**src/rtl/cic_dec4.sv**
```systemverilog
// Four-lane CIC decimator: per-lane parallel integrators, one shared comb engine
// serialising lanes 0..3 onto a valid/ready stream. Define CIC_OUT_SAT_EN to saturate output.
module cic_dec4_integ #(
  parameter int STAGES = 4,
  parameter int IW     = 18,
  parameter int AW     = 50
) (
  input  logic          clk,
  input  logic          rst,
  input  logic [IW-1:0] x_i,
  output logic [AW-1:0] acc_o
);
  logic [STAGES-1:0][AW-1:0] acc_q;

  // Wrap-around accumulation is intentional; the comb differences cancel it.
  always_ff @(posedge clk or negedge rst) begin
    if (!rst) begin
      acc_q <= '0;
    end else begin
      acc_q[0] <= acc_q[0] + {{(AW-IW){x_i[IW-1]}}, x_i};
      for (int k = 1; k < STAGES; k++) acc_q[k] <= acc_q[k] + acc_q[k-1];
    end
  end

  assign acc_o = acc_q[STAGES-1];
endmodule

module cic_dec4 #(
  parameter int STAGES = 4,
  parameter int IW     = 18,
  parameter int OW     = 18,
  parameter int AW     = 50
) (
  input  logic          clk,
  input  logic          rst,
  input  logic [IW-1:0] in0_i,
  input  logic [IW-1:0] in0_q,
  input  logic [IW-1:0] in1_i,
  input  logic [IW-1:0] in1_q,
  input  logic [7:0]    rate,
  input  logic [5:0]    shift,
  output logic [OW-1:0] out_data,
  output logic [1:0]    out_lane,
  output logic          out_valid,
  input  logic          out_ready,
  output logic          overrun,
  input  logic          clr_ovr
);
  localparam int NUM_LANES = 4;
  localparam int RW        = AW + 1;
  localparam logic signed [RW-1:0] MAXV = {{(RW-OW+1){1'b0}}, {(OW-1){1'b1}}};
  localparam logic signed [RW-1:0] MINV = {{(RW-OW+1){1'b1}}, {(OW-1){1'b0}}};

  typedef enum logic [1:0] {IDLE, COMB, HOLD} st_e;

  st_e                                    st_q, st_d;
  logic [1:0]                             lane_q, lane_d;
  logic [7:0]                             cnt_q, cnt_d, rate_q, rate_d;
  logic                                   rvld_q, rvld_d;
  logic [NUM_LANES-1:0][AW-1:0]           snap_q, snap_d;
  logic [NUM_LANES-1:0][STAGES-1:0][AW-1:0] dly_q, dly_d;
  logic [OW-1:0]                          od_q, od_d;
  logic [1:0]                             ol_q, ol_d;
  logic                                   ov_q, ov_d, ovr_q, ovr_d;

  logic [NUM_LANES-1:0][IW-1:0] x_lane;
  logic [NUM_LANES-1:0][AW-1:0] integ_out;
  logic [7:0]                   rate_cl, rate_eff;
  logic                         tick, hs, free;
  logic [STAGES:0][AW-1:0]      stg;
  logic signed [RW-1:0]         rbit, rnd, shv;
  logic [OW-1:0]                res;

  assign x_lane = {in1_q, in1_i, in0_q, in0_i};

  for (genvar g = 0; g < NUM_LANES; g++) begin : g_lane
    cic_dec4_integ #(.STAGES(STAGES), .IW(IW), .AW(AW)) u_integ (
      .clk   (clk),
      .rst   (rst),
      .x_i   (x_lane[g]),
      .acc_o (integ_out[g])
    );
  end

  // Until the first period is loaded, the live rate input defines the period.
  assign rate_cl  = (rate < 8'd8) ? 8'd8 : rate;
  assign rate_eff = rvld_q ? rate_q : rate_cl;
  assign tick     = (cnt_q == rate_eff - 8'd1);
  assign hs       = ov_q & out_ready;
  assign free     = (st_q == IDLE) || (st_q == HOLD && hs && lane_q == 2'd3);

  always_comb begin
    stg[0] = snap_q[lane_q];
    for (int k = 0; k < STAGES; k++) stg[k+1] = stg[k] - dly_q[lane_q][k];
    rbit = (shift != 6'd0) ? (RW'(1) << (shift - 6'd1)) : '0;
    rnd  = $signed({stg[STAGES][AW-1], stg[STAGES]}) + rbit;
    shv  = rnd >>> shift;
`ifdef CIC_OUT_SAT_EN
    if (shv > MAXV)      res = OW'(MAXV);
    else if (shv < MINV) res = OW'(MINV);
    else                 res = OW'(shv);
`else
    res = OW'(shv);
`endif
  end

  always_comb begin
    st_d   = st_q;
    lane_d = lane_q;
    snap_d = snap_q;
    dly_d  = dly_q;
    od_d   = od_q;
    ol_d   = ol_q;
    ov_d   = ov_q;
    ovr_d  = ovr_q;
    cnt_d  = tick ? 8'd0 : cnt_q + 8'd1;
    rate_d = (tick || !rvld_q) ? rate_cl : rate_q;
    rvld_d = 1'b1;

    if (tick && free) snap_d = integ_out;
    if (tick && !free) ovr_d = 1'b1;
    else if (clr_ovr)  ovr_d = 1'b0;

    case (st_q)
      IDLE: if (tick) begin
        st_d   = COMB;
        lane_d = 2'd0;
      end
      COMB: begin
        dly_d[lane_q] = stg[STAGES-1:0];
        od_d = res;
        ol_d = lane_q;
        ov_d = 1'b1;
        st_d = HOLD;
      end
      HOLD: if (hs) begin
        ov_d = 1'b0;
        if (lane_q != 2'd3) begin
          st_d   = COMB;
          lane_d = lane_q + 2'd1;
        end else if (tick) begin
          st_d   = COMB;
          lane_d = 2'd0;
        end else begin
          st_d = IDLE;
        end
      end
      default: st_d = IDLE;
    endcase
  end

  always_ff @(posedge clk or negedge rst) begin
    if (!rst) begin
      st_q   <= IDLE;
      lane_q <= '0;
      cnt_q  <= '0;
      rate_q <= '0;
      rvld_q <= 1'b0;
      snap_q <= '0;
      dly_q  <= '0;
      od_q   <= '0;
      ol_q   <= '0;
      ov_q   <= 1'b0;
      ovr_q  <= 1'b0;
    end else begin
      st_q   <= st_d;
      lane_q <= lane_d;
      cnt_q  <= cnt_d;
      rate_q <= rate_d;
      rvld_q <= rvld_d;
      snap_q <= snap_d;
      dly_q  <= dly_d;
      od_q   <= od_d;
      ol_q   <= ol_d;
      ov_q   <= ov_d;
      ovr_q  <= ovr_d;
    end
  end

  assign out_data  = od_q;
  assign out_lane  = ol_q;
  assign out_valid = ov_q;
  assign overrun   = ovr_q;
endmodule

```
**config.mk**
```make
export PLATFORM = sky130hd
export DESIGN_NAME = cic_dec4
export DESIGN_NICKNAME = d
export VERILOG_FILES = /design/src/rtl/cic_dec4.sv
export SDC_FILE = /design/constraint.sdc
export NUM_CORES = 2
export LEC_CHECK = 0
export ABC_AREA = 1
export BUFFER_PORTS_ARGS = -buffer_cell sky130_fd_sc_hd__buf_2
export CAP_MARGIN = 20
export CORE_ASPECT_RATIO = 0.8
export CORE_MARGIN = 2
export CORE_UTILIZATION = 41
export DETAILED_ROUTE_END_ITERATION = 8
export GPL_ROUTABILITY_DRIVEN = 1
export PLACE_DENSITY_LB_ADDON = 0.08
export SETUP_SLACK_MARGIN = 0.5
export SLEW_MARGIN = 10
export SYNTH_ARGS = -nofsm -noshare
export SYNTH_HDL_FRONTEND = slang
export SYNTH_SLANG_ARGS = --single-unit
```
**constraint.sdc**
```tcl
create_clock -name clk -period 17.25 [get_ports clk]
set_input_delay 2.5875 -clock clk [delete_from_list [all_inputs] [get_ports clk]]
set_output_delay 2.5875 -clock clk [all_outputs]
set_load 0.005 [all_outputs]
```
==> results.md <==
| Metric | Value |
|---|---|
| Dominant cells by area after synthesis | sky130_fd_sc_hd__dfrtp_1 (40%), sky130_fd_sc_hd__nand2_1 (11%), sky130_fd_sc_hd__ha_1 (11%), sky130_fd_sc_hd__a21oi_1 (6.6%), sky130_fd_sc_hd__o21ai_0 (5.4%) |
| Core Footprint | 281,000 um2 |
| Global-route usage over all layers | 23.7% |
| Number of distinct standard cells referenced by the synthesized netlist | 74 |
| Count of buffers inserted at the top-level ports | 111 |
| Most common library cell in the layout ignoring fill and taps | sky130_fd_sc_hd__nand2_1 |
| Effective utilization at floorplan | 41.2% |
| Library cell with the largest summed area after synthesis | sky130_fd_sc_hd__dfrtp_1 |
| Post-CTS Setup Bufs | 0 |
| Post-DR wirelength/cell | 18.9 um |
| Final setup fails | 0 |
| Detailed-route DRC error count | 0 |
| Fin. max-slew vios | 0 |
| Data required time at the worst endpoint | 18.00 ns |
| Capturing element type of the critical path | register |
| Quantity of hold-fixing buffers added after cts | 0 |
| Cell count after placement | 17,741 |
| Number of synthesized flops with an enable pin | 0 |
| Vias in the first global route | 94,941 |
| Hold violation count in the final report | 0 |
| Commonest cells after routing, fill and taps aside | sky130_fd_sc_hd__nand2_1 (3,524), sky130_fd_sc_hd__dfrtp_1 (1,841), sky130_fd_sc_hd__a21oi_1 (1,537) |
| Maximum level of the CTS H-tree | 4 |
| Post-layout nets | 15,314 |
| Delay of the slowest cell on the worst path | 0.69 ns |
| Hold Path Depth | 2 |
| Antenna violations before repair | 6 |
| Maximum operating frequency | 69.4 MHz |
| Placed cell area | 120,000 um2 |
| Clk sinks | 1,843 |
| Clk buf depth | 4 |
| Fraction of the yosys area taken by sequential cells | 39.7% |
| Total via count after detailed routing | 96,396 |
| I/O Pins | 112 |
| Most prevalent standard cell on the critical path | sky130_fd_sc_hd__nand2_1 |
| Number of cells on the worst reg-to-reg path | 68 |
| Mapped Avg Cell Area | 8.18 um2 |
| Final RePlAce weighted congestion | 0.903 |
| Crit Path Max Fanout | 171 |
| Clk_skew | 0.0793 ns |
| TritonCTS clock tree | yes |
| TritonCTS buffer count | 215 |
| Area share of the leading cell type in the synthesized netlist | 39.7% |
| Final HPWL from detailed placement | 252 mm |
| Fraction of final layout cells sized beyond drive strength 1 | 6.02% |
| Kind of launch point of the worst setup path | register |
| Number of detailed-routing iterations run before antenna repair | 6 |
| Cell type of the slowest stage on the worst timing path | sky130_fd_sc_hd__buf_4 |
| Final critical delay including setup and external delays | 14.41 ns |
| Count of mapped cells out of synthesis | 14,182 |
| Arrival time worst endpoint | 15.15 ns |
| Leftover overflow at the end of global routing | 0 |
| Global-route wire length before repair | 546 mm |
| Violation count after the first detailed-routing iteration | 7,694 |
| Worst hold margin | 0.474 ns |
| Clock Tree Root | sky130_fd_sc_hd__clkbuf_16 |
| Run status | finished, final reports clean |
| Total negative slack for setup checks | 0 ns |
| Critical Setup Path Class | register to register |
| Area overhead of the layout relative to synthesis | 10.1% |
| Setup repair after global routing missed its margin | no |
| Share of the clock period used by the worst path after layout | 83.5% |
| Maximum number of pins on one net before global-route repair | 172 |
| Post-Syn Area | 116,000 um2 |
| Max Cap Viol | 0 |
| Number of vias per cell after detailed routing | 5.32 |
| Height of the chip | 480 um |
| Post-Synthesis Net Count | 15,319 |
| Hold/Removal Path Class | register to register |
| Proportion of register bits with asynchronous set or reset after synthesis | 100% |
| # resized after CTS | 0 |
| Count of antenna-violating nets left after detailed routing | 0 |
| Number of cells in the finished layout apart from fillers | 18,135 |
| Clock-pin transition on the worst setup and hold timing paths | 0.06 ns |
| Ys flop type | sky130_fd_sc_hd__dfrtp_1 |
| Std cell rows | 174 |
| Final standard cell area without fillers | 128,000 um2 |
| Synth Register Bits | 1,843 |
| Relative slew slack | 20.5% |
| Die Span X | 599 um |
| Total of warnings raised by yosys | 0 |
| Clk_lat worst skew | 0.91 ns |
| Actual transition at the worst max-transition pin | 1.19 ns |
| Full die area | 287,000 um2 |
| Routed Wire Length | 342 mm |
## synth_stat cells, types with 10 or more instances
cell                          n
sky130_fd_sc_hd__a211oi_1    33
sky130_fd_sc_hd__a21boi_0    16
sky130_fd_sc_hd__a21boi_1    42
sky130_fd_sc_hd__a21o_1      46
sky130_fd_sc_hd__a21oi_1   1537
sky130_fd_sc_hd__a21oi_2     10
sky130_fd_sc_hd__a31oi_1    139
sky130_fd_sc_hd__a32o_1      89
sky130_fd_sc_hd__a32oi_1     10
sky130_fd_sc_hd__buf_1       58
sky130_fd_sc_hd__clkbuf_1   345
sky130_fd_sc_hd__dfrtp_1   1843
sky130_fd_sc_hd__fa_1        21
sky130_fd_sc_hd__ha_1      1026
sky130_fd_sc_hd__inv_1     1211
sky130_fd_sc_hd__mux2_2     196
sky130_fd_sc_hd__nand2_1   3528
sky130_fd_sc_hd__nand2_2     22
sky130_fd_sc_hd__nand3_1    409
sky130_fd_sc_hd__nand3_2     11
sky130_fd_sc_hd__nand3b_1    15
sky130_fd_sc_hd__nand4_1     87
sky130_fd_sc_hd__nor2_1     658
sky130_fd_sc_hd__nor3_1      59
sky130_fd_sc_hd__nor4_1      16
sky130_fd_sc_hd__o211ai_1    47
sky130_fd_sc_hd__o21a_1      84
sky130_fd_sc_hd__o21ai_0   1246
sky130_fd_sc_hd__o21ai_1    101
sky130_fd_sc_hd__o21bai_1    30
sky130_fd_sc_hd__o221ai_1    39
sky130_fd_sc_hd__o22ai_1     13
sky130_fd_sc_hd__o311ai_0    14
sky130_fd_sc_hd__o31ai_1     33
sky130_fd_sc_hd__or2_2       30
sky130_fd_sc_hd__xnor2_1    355
sky130_fd_sc_hd__xor2_1     653
## worst max-delay path: cells and delay by family (launching register included)
| family | cells | cell delay (ns) |
|---|---|---|
| simple gates | 39 | 6.34 |
| buf+inv | 9 | 2.06 |
| compound gates | 10 | 1.77 |
| fa+ha+maj | 5 | 1.61 |
| xor+xnor | 5 | 1.59 |
| flops | 1 | 0.57 |
## worst paths after layout
path / start / to / slack, ns
max in group asynchronous: rst / g_lane[1].u_integ.acc_q[147] / 12.25
max: lane_q[0] / out_data[5] / 2.84
min reg2reg: dly_q[498] / dly_q[498] / 0.47
min: dly_q[498] / dly_q[498] / 0.47
max reg2reg: lane_q[0] / out_data[5] / 2.84
min in group asynchronous: rst / cnt_q[6] / 1.66
## cells by family after synthesis
family                   synth area share (%)
AND/OR/NAND/NOR                          16.7
AO/OA/AOI/OAI                            17.1
flip-flops                               39.7
buffers and inverters                    5.37
adder cells (fa/ha/maj)                  11.4
XOR/XNOR                                 7.67
multiplexers                             1.94
other                                 0.00323
## area by class of cell
type	instances	area (um2)
inverters	1229	4640
clock buffers	309	6200
flip-flops and latches	1843	46100
multi-input cells	10694	63700
diodes	4	10.0
repair buffers	194	1350
well taps	3784	4730
fillers	27713	154000
clock inverters	78	973
## per-stage QoR
stage / setup slack, ns / util [%]
2_1_floorplan: 5.24 / -
3_3_place_gp: 2.89 / 42.8
3_5_place_dp: 2.86 / 42.8
4_1_cts: 2.81 / 45.4
5_1_grt: 1.63 / 45.4
6_report: 2.84 / 45.4
## registers in the layout (all words and copies together), names as in the netlist, 2 cells and up
register	flops
rate_q	8
out_data	18
out_lane	2
dly_q	800
st_q	2
cnt_q	8
g_lane.u_integ.acc_q	600
g_lane.u_integ.acc_o	200
snap_q	200
lane_q	2
## layer usage
layer / wire length, um / vias to the layer above / global-route usage (%) / part of all wire, %
met5: 13 / - / 0 / 0.0038
met4: 6050 / 2 / 4.19 / 1.8
met3: 13800 / 353 / 2.66 / 4.0
met2: 150000 / 1818 / 37.3 / 44
met1: 172000 / 46283 / 35.1 / 50
li1: - / 47940 / - / -
Power is not shown: default switching activity piles up to over one toggle a cycle in this logic, so the estimate is an artifact.
